$ cat config.mk
export PLATFORM = sky130hd
export DESIGN_NAME = bit_serial_adder_ctrl
export DESIGN_NICKNAME = d
export VERILOG_FILES = /design/src/rtl/bit_serial_adder_ctrl_pkg.sv /design/src/rtl/bit_serial_adder_ctrl_fa.sv /design/src/rtl/bit_serial_adder_ctrl.sv
export SDC_FILE = /design/constraint.sdc
export NUM_CORES = 1
export LEC_CHECK = 0
export ABC_AREA = 1
export CORE_AREA = 2 2 73 75
export DETAILED_ROUTE_END_ITERATION = 10
export DIE_AREA = 0 0 75 77
export PLACE_DENSITY_LB_ADDON = 0.2
export SLEW_MARGIN = 20
export SYNTH_ARGS = -nofsm -noshare
export SYNTH_HDL_FRONTEND = slang
export SYNTH_SLANG_ARGS = --single-unit
$ cat constraint.sdc
create_clock -name clk -period 2.5 [get_ports clk]
set_input_delay 0.75 -clock clk [delete_from_list [all_inputs] [get_ports clk]]
set_output_delay 0.75 -clock clk [all_outputs]
set_load 0.02 [all_outputs]
$ cat src/rtl/bit_serial_adder_ctrl_pkg.sv
// Shared types for the bit-serial adder controller: FSM state encoding and default width.
// Package bsa_pkg is imported by fa_mux_cell and bit_serial_adder_ctrl.
package bsa_pkg;

    localparam int BSA_DEFAULT_WIDTH = 8;

    typedef enum logic [1:0] {
        IDLE = 2'b00,
        RUN  = 2'b01,
        DONE = 2'b10
    } bsa_state_t;

endpackage

$ cat src/rtl/bit_serial_adder_ctrl_fa.sv
// One-bit full adder realised as two 8:1 mux lookups indexed by {a, b, carry-in}.
module fa_mux_cell
    import bsa_pkg::*;
(
    input  logic i_a,
    input  logic i_b,
    input  logic i_c,
    output logic o_sum,
    output logic o_carry
);

    // Truth tables: bit n holds the result for select value n = {a, b, c}
    localparam logic [7:0] SUM_LUT   = 8'b1001_0110;
    localparam logic [7:0] CARRY_LUT = 8'b1110_1000;

    logic [2:0] w_sel;

    assign w_sel   = {i_a, i_b, i_c};
    assign o_sum   = SUM_LUT[w_sel];
    assign o_carry = CARRY_LUT[w_sel];

endmodule

$ cat src/rtl/bit_serial_adder_ctrl.sv
// Bit-serial adder sequencer: adds two WIDTH-bit operands LSB first through one fa_mux_cell.
// Optional subtract mode (port sub) is enabled by defining BSA_SUB_EN.
module bit_serial_adder_ctrl
    import bsa_pkg::*;
#(
    parameter  int WIDTH = BSA_DEFAULT_WIDTH,
    localparam int CNT_W = $clog2(WIDTH + 1)
) (
    input  logic             clk,
    input  logic             rst_n,
    input  logic             start,
    input  logic [WIDTH-1:0] a,
    input  logic [WIDTH-1:0] b,
    input  logic             cin,
`ifdef BSA_SUB_EN
    input  logic             sub,
`endif
    output logic             busy,
    output logic             done,
    output logic [WIDTH-1:0] sum,
    output logic             cout
);

    bsa_state_t       r_state;
    bsa_state_t       w_nextState;
    logic [WIDTH-1:0] r_aSh;
    logic [WIDTH-1:0] r_bSh;
    logic [WIDTH-1:0] r_sum;
    logic [CNT_W-1:0] r_cnt;
    logic             r_carry;
    logic             r_cout;
    logic [WIDTH-1:0] w_bLoad;
    logic             w_cLoad;
    logic             w_accept;
    logic             w_lastBit;
    logic             w_faSum;
    logic             w_faCarry;

    // Subtraction is a + ~b + 1, so only the captured B and carry differ
`ifdef BSA_SUB_EN
    assign w_bLoad = sub ? ~b : b;
    assign w_cLoad = sub ? 1'b1 : cin;
`else
    assign w_bLoad = b;
    assign w_cLoad = cin;
`endif

    assign w_accept  = (r_state == IDLE) && start;
    assign w_lastBit = (r_cnt == CNT_W'(WIDTH - 1));
    assign sum       = r_sum;
    assign cout      = r_cout;

    fa_mux_cell u_fa (
        .i_a     (r_aSh[0]),
        .i_b     (r_bSh[0]),
        .i_c     (r_carry),
        .o_sum   (w_faSum),
        .o_carry (w_faCarry)
    );

    always_ff @(posedge clk or negedge rst_n) begin
        if (!rst_n) begin
            r_state <= IDLE;
        end else begin
            r_state <= w_nextState;
        end
    end

    always_comb begin
        w_nextState = r_state;
        busy        = 1'b0;
        done        = 1'b0;
        case (r_state)
            IDLE: begin
                if (start) begin
                    w_nextState = RUN;
                end
            end
            RUN: begin
                busy = 1'b1;
                if (w_lastBit) begin
                    w_nextState = DONE;
                end
            end
            DONE: begin
                busy        = 1'b1;
                done        = 1'b1;
                w_nextState = IDLE;
            end
            default: begin
                w_nextState = IDLE;
            end
        endcase
    end

    // Result bits enter at the MSB so the LSB-first stream lands in place after WIDTH steps
    always_ff @(posedge clk or negedge rst_n) begin
        if (!rst_n) begin
            r_aSh   <= '0;
            r_bSh   <= '0;
            r_sum   <= '0;
            r_cnt   <= '0;
            r_carry <= 1'b0;
            r_cout  <= 1'b0;
        end else if (w_accept) begin
            r_aSh   <= a;
            r_bSh   <= w_bLoad;
            r_carry <= w_cLoad;
            r_cnt   <= '0;
        end else if (r_state == RUN) begin
            r_aSh   <= r_aSh >> 1;
            r_bSh   <= r_bSh >> 1;
            r_sum   <= WIDTH'({w_faSum, r_sum} >> 1);
            r_carry <= w_faCarry;
            r_cnt   <= r_cnt + CNT_W'(1);
            if (w_lastBit) begin
                r_cout <= w_faCarry;
            end
        end
    end

endmodule

==> summary.txt <==
Worst setup path
  – WP data arrival: 1.60 ns
  – Worst endpoint required time: 1.75 ns
  – R2r startpoint: r_state[1]$_DFFE_PN0P_
  – Cell count of the worst reg-to-reg path: 6
  – Setup crit start: r_state[0]$_DFFE_PN0P_
  – End of the worst register-to-register path: r_bSh[5]$_DFFE_PN0P_
  – Setup crit start kind: flip-flop
  – Critical path's slowest cell: clkdlybuf4s50_1
  – Crit path cell chain: inv_1, ha_1, clkdlybuf4s50_1
  – Slowest stage delay, CP: 0.59 ns
  – Setup crit end kind: primary output
  – Worst reg2reg setup slack: 1.00 ns
  – Setup Crit Path Kind: flip-flop to primary output
  – Worst-path maximum fanout: 3

GRT
  – Overall Global Routing Usage: 11.4%
  – Met1 Usage GRT: 14.5%
  – Met3 usage: 3.81%
  – Largest net degree at the start of global routing: 33
  – Overflow after GRT: 0
  – Top Usage Layer GRT: met2
  – M2 GR Usage: 16.9%
  – Vias in the first global route: 1,130
  – Initial antenna violation count: 0
  – First-pass GRT wire length: 5000 um

Hold path
  – Hold Path Depth: 2
  – Hold Path Sink: sum[0]$_DFFE_PN0P_
  – Worst hold start: sum[0]$_DFFE_PN0P_
  – Hold/Removal Path Class: flip-flop to flip-flop

Power and ir drop
  – Power per Cell Area: 1120 nW/um^2
  – Max rail drop VDD: 0.362 mV
  – Pleak: 0.000978 uW
  – Total power draw: 2220 uW

Synth
  – Synth Instances: 180
  – Netlist cell types: 20
  – Mapped cell area: 1540 um^2
  – Sequential fraction of the synthesis area: 52.1%
  – Synth Net Count: 207
  – Yosys top cell area share: 52.1%
  – Synth Register Bits: 32
  – Yosys warns: 0
  – Mean post-synth cell area: 8.54 um^2
  – Post-synth top area cell: dfrtp_1
  – Top cells by area, synth: dfrtp_1 52%, nand2_1 22%, nand3_1 6.2%

Place
  – Port buffer count: 30
  – Placed instance area: 1890 um^2
  – Hpwl dp: 1910 um
  – RePlAce Congestion: 0.729

Timing
  – Final cycle utilization of the critical path: 94.0%
  – Max Clock Skew: 0.00298 ns
  – Max-slew violation count: 0
  – Final number of hold-violating endpoints: 0
  – Final setup vio count: 0
  – Worst-margin pin slew: 0.414 ns
  – F_max: 426 MHz
  – Setup TNS: 0 ns
  – Unrepaired setup endpoints after global routing: no
  – Post-route minimum period: 2.35 ns
  – Relative slew slack: 72.4%

Floorplanning
  – Num ports: 31
  – Die ar.: 5780 um^2
  – Core area: 4980 um^2
  – Chip height: 77 um
  – Starting Density: 30.9%
  – Num rows: 26
  – Die width: 75 um

Clock network
  – H-tree levels: 2
  – Post-CTS Hold Fix Bufs: 0
  – Worst-Skew Late Latency: 0.28 ns
  – Total CTS buffers: 5
  – Maximum root-to-sink buffer count: 2
  – Clock transition at path regs: 0.06 ns
  – CTS resizes: 0
  – CTS root buf: clkbuf_8
  – TritonCTS clock tree: built
  – TritonCTS Sinks: 32
  – Post-CTS setup buffer count: 0

Layout
  – Design Area, Final: 1980 um^2
  – ANT cells: 0
  – Layout cells sized above 1: 7.94%
  – Nets: 241
  – Fillers: 530
  – Area Growth Syn to Fin: 29.1%

Outcome
  – Status: completed

Drt
  – Final wirelength: 2830 um
  – Vias per Instance: 4.17
  – Avg WL per Cell: 9.97 um
  – Antenna Violating Nets Remaining: 0
  – DRC: 0
  – Via count: 1,185
  – DRT iter0 DRCs: 39
  – Iteration count of the initial detailed-routing pass: 4

Job
  – # Max-Cap Violations: 0
-- area by class of cell --
| type | count | area (um^2) | area share (%) |
|---|---|---|---|
| clock buffer | 7 | 96.3 | 4.86 |
| inverter | 10 | 45.0 | 2.27 |
| multi-input combinational | 133 | 638 | 32.2 |
| sequential | 32 | 801 | 40.4 |
| tap | 70 | 87.6 | 4.42 |
| timing repair buffer | 32 | 315 | 15.9 |
-- worst max-delay path: cells and delay by family, from the launching register on --
family | cells | cell delay [ns]
fa+ha+maj | 1 | 0.28
flops | 1 | 0.37
buf+inv | 2 | 0.67
-- stage by stage --
| step | util [%] | setup slack [ns] | hold WS, ns | cells |
|---|---|---|---|---|
| floorplan | - | 0.966 | 0.442 | 180 |
| global placement | 37.9 | 0.458 | 0.458 | 277 |
| detailed placement | 37.9 | 0.444 | 0.459 | 277 |
| CTS | 39.8 | 0.135 | 0.476 | 284 |
| global route | 39.8 | 0.0856 | 0.502 | 284 |
| finish | 39.8 | 0.151 | 0.467 | 284 |
-- sequential cells by signal, indices dropped and copies added (netlist names) --
| register | flops |
|---|---|
| cout | 1 |
| r_aSh | 8 |
| r_state | 2 |
| r_cnt | 4 |
| r_bSh | 8 |
| sum | 8 |
| r_carry | 1 |
-- logic make-up (layout without fill, tap and decap cells) --
logic type / after synthesis / in the layout / share of synthesized area [%]
buffers and inverters: 15 / 49 / 6.35
DFF: 32 / 32 / 52.1
adders and majority gates: 7 / 7 / 5.70
xor gates and xnor gates: 1 / 1 / 0.570
and+or+nand+nor: 120 / 120 / 33.5
AOI/OAI and AO/OA: 5 / 5 / 1.79
-- synth_stat cells --
library cell and n:
inv_6 1, nor2_1 7, inv_1 7, nand2_4 2
buf_4 2, inv_4 1, dfrtp_1 32, a21oi_1 1
ha_1 7, nand2_2 1, xnor2_1 1, a21boi_0 1
nand3_1 19, o21ai_0 3, nor2_8 1, nand3_2 1
inv_2 1, buf_6 2, nand2_1 89, buf_8 1
-- metal layers --
metal	vias up	wire length [um]
li1	624	-
met1	527	1350
met2	28	1280
met3	6	138
met4	0	63
met5	-	0
-- power breakdown --
part | leakage, uW | switching (uW) | internal (uW)
registers | 0.000411 | 136 | 733
logic | 0.000517 | 539 | 382
clock network | 0.0000503 | 183 | 245
-- cells in the final DEF, fill, tap and decap left out --
cell type,n
xnor2_1,1
inv_1,7
a21oi_1,1
nand2_2,1
inv_2,1
inv_6,1
nor2_8,1
o21ai_0,3
clkdlybuf4s50_1,30
nor2_1,7
dfrtp_1,32
nand3_2,1
clkbuf_8,7
a21boi_0,1
nand2_1,89
nand3_1,19
nand2_4,2
buf_4,2
ha_1,7
inv_4,1
-- worst max-delay path by stage --
stage                       to  slack [ns]  cells after the start
after global placement    busy        0.46                      3
after CTS                 busy        0.13                      3
after global routing      busy        0.09                      3
after detailed placement  busy        0.44                      3
final                     busy        0.15                      3
after floorplan           busy        0.97                      2
No activity file was read; power rests on OpenSTA's default activity.
